===== src/rtl/shift_rows_stream.sv =====
// shift_rows_stream: registered ShiftRows / InvShiftRows stage for Rijndael
// states of NB columns, with a DEPTH-entry valid/ready output FIFO.
// Optional feature macro: SHIFT_ROWS_STREAM_BYPASS_EN adds in_bypass/out_bypass;
// a bypassed beat is buffered unshifted.
module shift_rows_stream #(
  parameter int NB    = 4,
  parameter int DEPTH = 2,
  localparam int W     = 32 * NB,
  localparam int OCC_W = $clog2(DEPTH + 1)
) (
  input  logic             clk,
  input  logic             rst_n,
  input  logic             in_valid,
  output logic             in_ready,
  input  logic [W-1:0]     in_data,
  input  logic             in_inv,
`ifdef SHIFT_ROWS_STREAM_BYPASS_EN
  input  logic             in_bypass,
  output logic             out_bypass,
`endif
  output logic             out_valid,
  input  logic             out_ready,
  output logic [W-1:0]     out_data,
  output logic             out_inv,
  output logic [OCC_W-1:0] occupancy
);

  localparam int PW = (DEPTH > 1) ? $clog2(DEPTH) : 1;
`ifdef SHIFT_ROWS_STREAM_BYPASS_EN
  localparam int EW = W + 2;
`else
  localparam int EW = W + 1;
`endif

  // Only the three Rijndael block widths have defined row offsets.
  generate
    if (!(NB == 4 || NB == 6 || NB == 8)) begin : g_bad_nb
      $error("shift_rows_stream: NB must be 4, 6 or 8");
    end
  endgenerate

  // Row offset: rows 2 and 3 shift one further for the 256-bit block.
  function automatic int row_shift(input int r);
    return (NB == 8 && r >= 2) ? r + 1 : r;
  endfunction

  // Byte (r,c) lives at bits [W-1-8*(4c+r) -: 8]; pick the source column per byte.
  function automatic logic [W-1:0] shift_state(input logic [W-1:0] d, input logic inv);
    logic [W-1:0] res;
    int           src;
    res = '0;
    for (int c = 0; c < NB; c++) begin
      for (int r = 0; r < 4; r++) begin
        src = inv ? (c - row_shift(r) + NB) % NB : (c + row_shift(r)) % NB;
        res[W-1-8*(4*c+r) -: 8] = d[W-1-8*(4*src+r) -: 8];
      end
    end
    return res;
  endfunction

  function automatic logic [PW-1:0] ptr_inc(input logic [PW-1:0] p);
    return (p == PW'(DEPTH - 1)) ? '0 : p + PW'(1);
  endfunction

  logic [PW-1:0]    wr_ptr;
  logic [PW-1:0]    rd_ptr;
  logic [OCC_W-1:0] occ;
  logic             push;
  logic             pop;
  logic [W-1:0]     shifted_p0;
  logic [EW-1:0]    entry_p0;
  logic [EW-1:0]    buf_p1 [DEPTH];
  logic [EW-1:0]    head_p1;

  assign in_ready  = (occ != OCC_W'(DEPTH));
  assign out_valid = (occ != '0);
  assign occupancy = occ;
  assign push      = in_valid && in_ready;
  assign pop       = out_valid && out_ready;

  // ---- stage p0: combinational byte permutation of the incoming beat ----
  assign shifted_p0 = shift_state(in_data, in_inv);
`ifdef SHIFT_ROWS_STREAM_BYPASS_EN
  assign entry_p0 = {(in_bypass ? in_data : shifted_p0), in_inv, in_bypass};
`else
  assign entry_p0 = {shifted_p0, in_inv};
`endif

  // ---- stage p1: circular buffer; output comes only from the head entry ----
  // Buffer storage is data only, so it carries no reset.
  always_ff @(posedge clk) begin
    if (push) buf_p1[wr_ptr] <= entry_p0;
  end

  // Pointer and occupancy bookkeeping; reset discards all buffered beats.
  always_ff @(posedge clk or negedge rst_n) begin
    if (!rst_n) begin
      wr_ptr <= '0;
      rd_ptr <= '0;
      occ    <= '0;
    end else begin
      if (push) wr_ptr <= ptr_inc(wr_ptr);
      if (pop)  rd_ptr <= ptr_inc(rd_ptr);
      case ({push, pop})
        2'b10:   occ <= occ + OCC_W'(1);
        2'b01:   occ <= occ - OCC_W'(1);
        default: occ <= occ;
      endcase
    end
  end

  // Outputs are forced to zero while empty so reset shows a clean zero state.
  assign head_p1  = buf_p1[rd_ptr];
`ifdef SHIFT_ROWS_STREAM_BYPASS_EN
  assign out_data   = out_valid ? head_p1[EW-1 -: W] : '0;
  assign out_inv    = out_valid ? head_p1[1] : 1'b0;
  assign out_bypass = out_valid ? head_p1[0] : 1'b0;
`else
  assign out_data = out_valid ? head_p1[EW-1 -: W] : '0;
  assign out_inv  = out_valid ? head_p1[0] : 1'b0;
`endif

endmodule


===== config.mk =====
export PLATFORM = sky130hd
export DESIGN_NAME = shift_rows_stream
export DESIGN_NICKNAME = d
export VERILOG_FILES = /design/src/rtl/shift_rows_stream.sv
export SDC_FILE = /design/constraint.sdc
export NUM_CORES = 1
export LEC_CHECK = 0
export CAP_MARGIN = 10
export CELL_PAD_IN_SITES_DETAIL_PLACEMENT = 0
export CELL_PAD_IN_SITES_GLOBAL_PLACEMENT = 1
export CORE_AREA = 2 2 166 168
export DETAILED_ROUTE_END_ITERATION = 8
export DIE_AREA = 0 0 168 170
export HOLD_SLACK_MARGIN = 0.15
export PLACE_DENSITY_LB_ADDON = 0.3
export SKIP_CTS_REPAIR_TIMING = 1
export SLEW_MARGIN = 10
export SYNTH_ARGS = -nofsm -noshare
export SYNTH_HDL_FRONTEND = slang
export SYNTH_SLANG_ARGS = --single-unit

===== constraint.sdc =====
create_clock -name clk -period 9.01 [get_ports clk]
set_clock_uncertainty 0.2 [all_clocks]
set_input_delay 1.802 -clock clk [delete_from_list [all_inputs] [get_ports clk]]
set_output_delay 1.802 -clock clk [all_outputs]
set_load 0.01 [all_outputs]

==> metrics.csv <==
metric,value,unit
status,finished clean,
holdPathEnd,wr_ptr$_DFFE_PN0P_,
start_util,0.4056,
holdWs,354.3,ps
min_from,wr_ptr$_DFFE_PN0P_,
fmax,197.2,MHz
final_hold_viol_count,0,
portBuffers,265,
finalCritPeriodShare,0.5629,
crit_required,7010,ps
finalSetupTns,0,ps
r2r-end,buf_p1[1][27]$_DFFE_PP_,
ys_seq_area_frac,0.7260,
syn_avg_cell_area,17.05,sq um
grt_pass1_vias,6078,
dpl.cell_count,1211,
dp_hpwl,13300,um
multi_input_area,0.002606,sq mm
synth.distinct_cells,19,
critPathLaunchType,register,
clock_path_buffers,3,
first_pass_iters,4,
cts_tree,done,
die_w,168,um
cts_made_buffers,29,
first_iter_violations,336,
ios,266,
worst_pin_slew,1093,ps
cp_max_fo,96,
dieArea,0.02856,sq mm
regToRegSetupSlack,6010,ps
postRouteAntennaNets,0,
drv_cap,0,
cts_sinks,262,
final_nets,1035,
h-tree-depth,1,
gp_congestion,0.7148,
grt_setup_unrepaired,no,
ctsRootBufferMaster,clkbuf_16,
r2r_cells,3,
globalRouteTotalUtil,0.1519,
area_delta_synth_final,34.14,%
routed_wl,22190,um
drive_gt1_frac,0.1227,
vias,6112,
synth_top_area_frac,0.7167,
hp-class,register to register,
synth.area.top_cells,"edfxtp_1, mux2i_1, mux2_2",
period_minus_slack,5071,ps
rr_startpoint,occupancy[0]$_DFFE_PN0P_,
yosys_register_bits,262,
fillCellCount,2168,
slew_viol_final,0,
yosysTopAreaCell,edfxtp_1,
wl_per_cell,17.57,um
setup_viol,0,
grt_pass1_wl,33850,um
finalNonFillerCells,1263,
p_leak,5.272,nW
synth_area,0.01081,sq mm
clkLatencyLatePin,530,ps
grt_max_degree,97,
clk_pin_slew,50,ps
slew_headroom,0.2714,
syn-num-nets,768,
ir_drop,0.0002320,V
grt_antenna_before_repair,1,
path_class,register to primary output,
postSynthCellCount,634,
holdPathStages,1,
fp-row-count,60,
regArea,0.007851,sq mm
p_per_area,330.0,mW/mm^2
cp-end-kind,primary output,
viasPerCell,4.839,
drc,0,
coreArea,0.02665,sq mm
ys_warn_count,0,
die_h,170,um
grt.overflow.total,0,
cp_data_arrival_time,3070,ps
-- report_power, final --
group | switching [mW] | total, mW | internal [mW]
logic | 0.940 | 1.89 | 0.951
registers | 0.106 | 1.78 | 1.68
clock network | 0.440 | 1.11 | 0.670
total | 1.49 | 4.78 | 3.30
-- metrics by stage --
| stage | total power [mW] | util | area, sq um | worst slack [ps] |
|---|---|---|---|---|
| 2_1_floorplan | 2.872 | - | 10810 | 932.9 |
| 4_1_cts | 4.858 | 0.5439 | 14500 | 3954 |
| 6_report | 4.784 | 0.5440 | 14500 | 3939 |
| 3_3_place_gp | 3.728 | 0.5103 | 13600 | 4309 |
| 3_5_place_dp | 3.735 | 0.5103 | 13600 | 4323 |
| 5_1_grt | 5.051 | 0.5440 | 14500 | 3822 |
-- layer usage --
layer  wire (um)  track usage  part of all wire  vias to the layer above
met5           0            0                 0                        -
met4         832      0.05633             0.037                        0
met3        1512      0.04326             0.068                       47
met2       10890       0.2526              0.49                      201
met1        8949       0.1900              0.40                     2955
li1            -            -                 -                     2909
-- synth_stat cells --
library cell / n
buf_1: 1
xnor2_1: 3
mux2i_1: 129
mux2_2: 64
inv_1: 1
buf_2: 14
xor2_1: 2
dfrtp_1: 4
edfxtp_1: 258
and2_1: 1
nand2b_1: 1
and3_1: 1
buf_12: 11
clkbuf_4: 1
nor2_1: 131
nor2_2: 1
ha_1: 1
nand2_1: 1
buf_4: 9
-- placed cells by master (no fill, tap or decap), drive strengths merged --
| master | count |
|---|---|
| and3 | 1 |
| mux2i | 129 |
| clkdlybuf4s50 | 264 |
| ha | 1 |
| diode | 1 |
| buf | 8 |
| xor2 | 2 |
| nor2 | 132 |
| and2 | 1 |
| dfrtp | 4 |
| nand2b | 1 |
| xnor2 | 3 |
| nand2 | 1 |
| bufinv | 3 |
| clkinv | 11 |
| clkinvlp | 1 |
| inv | 1 |
| edfxtp | 258 |
| clkbuf | 36 |
| mux2 | 64 |
-- final cells by class --
class	instances	share of cell area
antenna	1	0.0001726
tap	341	0.02943
multi-input combinational	335	0.1798
timing repair buffer	272	0.1871
clock buffer	36	0.05186
sequential	262	0.5415
inverter	1	0.0002589
clock inverter	15	0.009924
-- worst max-delay path: stages (launching register included) --
cell and delay [ps]:
dfrtp_4 860, buf_12 530, mux2i_1 170, nor2_1 120, clkdlybuf4s50_1 600
-- sequential cells by signal, indices dropped and copies added (netlist names) --
signal	flops
occupancy	2
rd_ptr	1
buf_p1	258
wr_ptr	1
-- cell families (layout without fill, tap and decap cells) --
family / Yosys count / in the layout / share of synthesized area
other cells: 0 / 1 / 0
simple gates: 136 / 136 / 0.04815
mux: 193 / 193 / 0.1861
xor+xnor: 5 / 5 / 0.004052
buf+inv: 37 / 324 / 0.03449
fa+ha+maj: 1 / 1 / 0.001157
flops: 262 / 262 / 0.7260
-- how the worst max path moves through the flow --
stage | startpoint | endpoint | slack, ps | cells past startpoint
2_1_floorplan | in_valid | buf_p1[0][0]$_DFFE_PP_ | 930 | 2
3_3_place_gp | in_valid | buf_p1[1][13]$_DFFE_PP_ | 4310 | 3
3_5_place_dp | in_valid | buf_p1[1][13]$_DFFE_PP_ | 4320 | 3
4_1_cts | rd_ptr$_DFFE_PN0P_ | out_data[115] | 3950 | 4
5_1_grt | rd_ptr$_DFFE_PN0P_ | out_data[117] | 3820 | 4
6_report | rd_ptr$_DFFE_PN0P_ | out_data[118] | 3940 | 4
Note: power is estimated with default switching activity, not from simulation.
